==> src/rtl/fetch_sequencer.sv <==
// fetch_sequencer: PC/EPC/IR holder and imem fetch handshake feeding decode, with next-PC selection on completion
module fetch_sequencer #(
  parameter logic [15:0] RESET_PC = 16'h0000,
  parameter logic [15:0] EXC_VECTOR = 16'h0002
) (
  input  logic        clk,
  input  logic        rst,
  output logic [15:0] imem_addr,
  output logic        imem_rd,
  input  logic [15:0] imem_rdata,
  input  logic        imem_valid,
  output logic [15:0] instr,
  output logic        instr_valid,
  output logic [15:0] pc_out,
  output logic [15:0] pc_plus2,
  output logic        first_cycle,
  input  logic        next_pc_valid,
  input  logic [1:0]  pc_sel,
  input  logic [1:0]  fin_pc,
  input  logic        br_taken,
  input  logic [15:0] imm,
  input  logic [15:0] rs_plus_imm,
  input  logic        exc_req,
  output logic        halted,
  output logic        err
);
  typedef enum logic [1:0] {START, FETCH, ISSUED, HALTED} phase;
  phase state;
  logic [15:0] pc, epc, ir, inc, tgt;
  logic halt;
  assign inc = pc + 16'd2;
  assign imem_addr = pc;
  assign pc_out = pc;
  assign pc_plus2 = inc;
  assign instr = ir;
  assign halt = !exc_req && fin_pc == 2'b10;
  always_comb begin
    tgt = exc_req ? EXC_VECTOR :
          fin_pc == 2'b01 ? epc :
          pc_sel == 2'b00 ? rs_plus_imm :
          pc_sel == 2'b01 ? (br_taken ? inc + imm : inc) :
          pc_sel == 2'b10 ? inc : inc + imm;
  end
  always_ff @(posedge clk) begin
    if (!rst) begin
      state <= START;
      pc <= RESET_PC;
      epc <= 16'h0000;
      ir <= 16'h0800;
      err <= 1'b0;
      imem_rd <= 1'b0;
      instr_valid <= 1'b0;
      first_cycle <= 1'b0;
      halted <= 1'b0;
    end else begin
      case (state)
        START: begin
          first_cycle <= !first_cycle;
          if (first_cycle) begin
            state <= FETCH;
            imem_rd <= 1'b1;
          end
        end
        FETCH: if (imem_valid) begin
          ir <= imem_rdata;
          state <= ISSUED;
          imem_rd <= 1'b0;
          instr_valid <= 1'b1;
        end
        ISSUED: if (next_pc_valid) begin
          instr_valid <= 1'b0;
          if (halt || tgt[0]) begin
            state <= HALTED;
            halted <= 1'b1;
            err <= err | !halt;
          end else begin
            pc <= tgt;
            state <= FETCH;
            imem_rd <= 1'b1;
            if (exc_req) epc <= inc;
          end
        end
        default: ;
      endcase
    end
  end
endmodule
==> config.mk <==
export PLATFORM = sky130hd
export DESIGN_NAME = fetch_sequencer
export DESIGN_NICKNAME = d
export VERILOG_FILES = /design/src/rtl/fetch_sequencer.sv
export SDC_FILE = /design/constraint.sdc
export NUM_CORES = 1
export LEC_CHECK = 0
export ABC_AREA = 0
export CORE_MARGIN = 2
export CORE_UTILIZATION = 50
export DETAILED_ROUTE_END_ITERATION = 7
export PLACE_DENSITY = 0.87
export RECOVER_POWER = 100
export SLEW_MARGIN = 20
export SYNTH_ARGS = -nofsm -noshare
export SYNTH_HDL_FRONTEND = slang
export SYNTH_SLANG_ARGS = --single-unit
export TNS_END_PERCENT = 20
==> constraint.sdc <==
create_clock -name clk -period 7.5 [get_ports clk]
set_input_delay 1.5 -clock clk [delete_from_list [all_inputs] [get_ports clk]]
set_output_delay 1.5 -clock clk [all_outputs]
set_load 0.01 [all_outputs]
==> results by group <==
Power and ir drop
  – Pwr dens: ~150 mW/mm^2
  – Maximum VDD drop: 0.181 mV
  – Leak: 2.08 nW
  – Pwr Total: around 0.00074 W

Run status
  – Status: complete, no violations

Global route
  – Largest net degree at the start of global routing: 44
  – Met3 Use GR: 5.26%
  – Met2 Usage GRT: 47.5%
  – Vias in the first global route: 3593
  – GRT Overall Usage: 27.6%
  – First-pass GRT wire length: approximately 17000 microns
  – Most Crowded Layer GR: met2
  – Met1 Usage GRT: 35.9%
  – Global route total overflow: 0
  – Initial antenna violation count: 0

Logic synthesis
  – Mapped Avg Cell Area: 7.76 sq um
  – Top-count cell post-synth: nand2_1
  – Synth cell types: 57
  – Async S/R FF share, synth: 0%
  – Synth Register Bits: 55
  – Synth top area share: 30.2%
  – Synth Warn #: 0
  – Synth area leaders: dfxtp_1 (30%), ha_1 (7.5%), nand2_1 (6.5%)
  – EDFF count, synth: 0
  – Commonest cells post-synth: nand2_1 (63), dfxtp_1 (55), a21oi_1 (44), nor2_1 (33), o21ai_0 (31)
  – Area leader, netlist: dfxtp_1
  – Net Count, Synth: 551
  – Top_reg_cell synth: dfxtp_1
  – Mapped Area: 0.00365 sq mm
  – Seq/Total Area, Yosys: 30.2%
  – Synthesized instance count: 470

Setup path
  – CP Launch Point: pc_sel[0]
  – CP Class: in2reg
  – Worst Path Arrival: roughly 4.5 ns
  – R2r setup slk: 4.01 ns
  – R2R Path End: imem_addr[14]
  – FF-to-FF path depth: 12
  – Critical Path Start Type: input pin
  – Worst Setup EP: imem_addr[9]
  – Crit-path max FO: 13
  – Nature of the critical path endpoint: register
  – Reg-to-Reg Start: imem_addr[1]
  – Worst Path Required: 7.64 ns

Floorplan
  – Core ar.: roughly 0.0071 sq mm
  – Row cnt: 31
  – Die Height: 89.4 microns
  – Initial Utilization: roughly 50%
  – Die width: around 89 microns
  – Die area: 0.00799 sq mm
  – I/O pins: 127

Drt
  – Via density: a little under 6
  – DR vias: 3924
  – Initial DRC count: around 240
  – ANT nets after route: 0
  – Drt first pass iters: 5
  – WL/cell: approximately 17 microns
  – # DRC: 0
  – Routed WL: approximately 11000 microns

STA
  – Worst Max-Slew Pin Slew: 1.28 ns
  – Fmax: 0.231 GHz
  – Hold WS: 0.458 ns
  – Max-slew violation count: 0
  – Setup TNS: 0 ns
  – Minimum clock period: 4.33 ns
  – Clk_skew: approximately 0.0029 ns
  – Period utilization: approximately 58%
  – RSZ-0062 raised after global routing: no
  – Hold Vio Cnt, Final: 0
  – Setup Viol. Count Final: 0
  – Slew headroom: 14.3%

Placement
  – Placed Area: 0.00483 sq mm
  – DP HPWL: 8540 microns
  – Port bufs: about 130
  – GPL Wtd Cong: 0.940

Clock network
  – Hold_buf cts: 0
  – Clk root buf: clkbuf_8
  – Total CTS buffers: 5
  – TritonCTS clock tree: done
  – Max clock buf depth: 2
  – H-tree levels: 2
  – Clock slew at reported path FFs: ~0.09 ns
  – Worst-Skew Late Latency: roughly 0.31 ns
  – CTS sink count: 55
  – Post-cts resize count: 0
  – Postcts setup bufs: 0

Hold path
  – HP Class: reg2reg
  – Hold Startpoint: instr[2]

Cells and area
  – FF+latch area: about 0.0011 sq mm
  – Fraction of layout cells with a size suffix above 1: 1.77%
  – Inserted Diodes: 0
  – Area Growth Syn to Fin: 34.9%
  – Fill cells: 627
  – Layout Nets: around 650
  – Multi-input gate area: between 0.002 and 0.0025 sq mm
  – Final Cell Area: 0.00492 sq mm
  – Core Util, Final: between 60% and 70%

Run
  – Max Cap Viol: 0
critical path: stages:
cell           delay [ns]
dlygate4sd3_1        0.70
o21a_1               0.54
a221oi_1             0.18
a211oi_1             0.75
or3_1                0.43
mux2i_1              0.27
o22ai_1              0.10
area by class of cell:
class                   instances  area share [%]
inverters                      17            1.30
clock buffers                   5            1.40
multi-input cells             356            45.6
flip-flops and latches         55            22.4
repair buffers                129            26.0
well taps                      99            2.52
clock inverters                 2           0.763
where the power goes:
| group | total (W) | switching, W | internal (W) |
|---|---|---|---|
| Combinational | 0.000217 | 0.000114 | 0.000103 |
| Clock | 0.000191 | 0.0000937 | 0.0000976 |
| Sequential | 0.000332 | 0.0000154 | 0.000316 |
| Total | 0.000740 | 0.000224 | 0.000517 |
per-stage QoR:
step                setup WS, ns  std cells
finish                      3.17        663
global route                2.98        663
CTS                         3.42        663
detailed placement          3.33        656
global placement            3.39        656
floorplan                   4.10        470
routing by layer:
| metal | part of all wire [%] | wire length [microns] | vias to the layer above |
|---|---|---|---|
| li1 | - | - | 1879 |
| met1 | 42 | 4690 | 1821 |
| met2 | 48 | 5350 | 204 |
| met3 | 9.2 | 1030 | 20 |
| met4 | 1.4 | 155 | 0 |
| met5 | 0 | 0 | - |
state kept, by name, summed over array words and instances, names as in the netlist:
| register | flops |
|---|---|
| epc | 16 |
| imem_addr | 16 |
| instr | 16 |
| state | 2 |
| err | 1 |
| first_cycle | 1 |
| halted | 1 |
| imem_rd | 1 |
| instr_valid | 1 |
cell families after synthesis:
logic type | count (synthesis) | share of synthesized area (%)
buf+inv | 59 | 8.00
simple gates | 155 | 19.8
xor+xnor | 22 | 5.28
mux | 7 | 1.92
fa+ha+maj | 23 | 8.10
flops | 55 | 30.2
compound gates | 149 | 26.7
placed cells by master (no fill, tap or decap), types with 6 or more instances in the layout:
cell	synthesis	layout
dfxtp_1	55	55
mux2i_1	7	7
nand4_1	6	6
o21ai_0	31	31
dlygate4sd3_1	0	73
ha_1	22	22
a21oi_1	44	44
a211oi_1	17	18
xor2_1	8	8
clkdlybuf4s50_1	0	53
nor2_1	33	33
nand2_1	63	63
inv_1	16	17
nand3_1	11	11
xnor2_1	14	14
nor3_1	11	11
how the worst min path moves through the flow:
stage / slack (ns) / cells past startpoint / end
after global placement: 0.44 / 2 / instr[7]
final: 0.46 / 2 / instr[2]
after global routing: 0.48 / 2 / instr[3]
after floorplan: 0.44 / 2 / epc[0]
after detailed placement: 0.45 / 2 / instr[3]
after CTS: 0.46 / 2 / instr[3]
(Power assumes the default switching activity.)
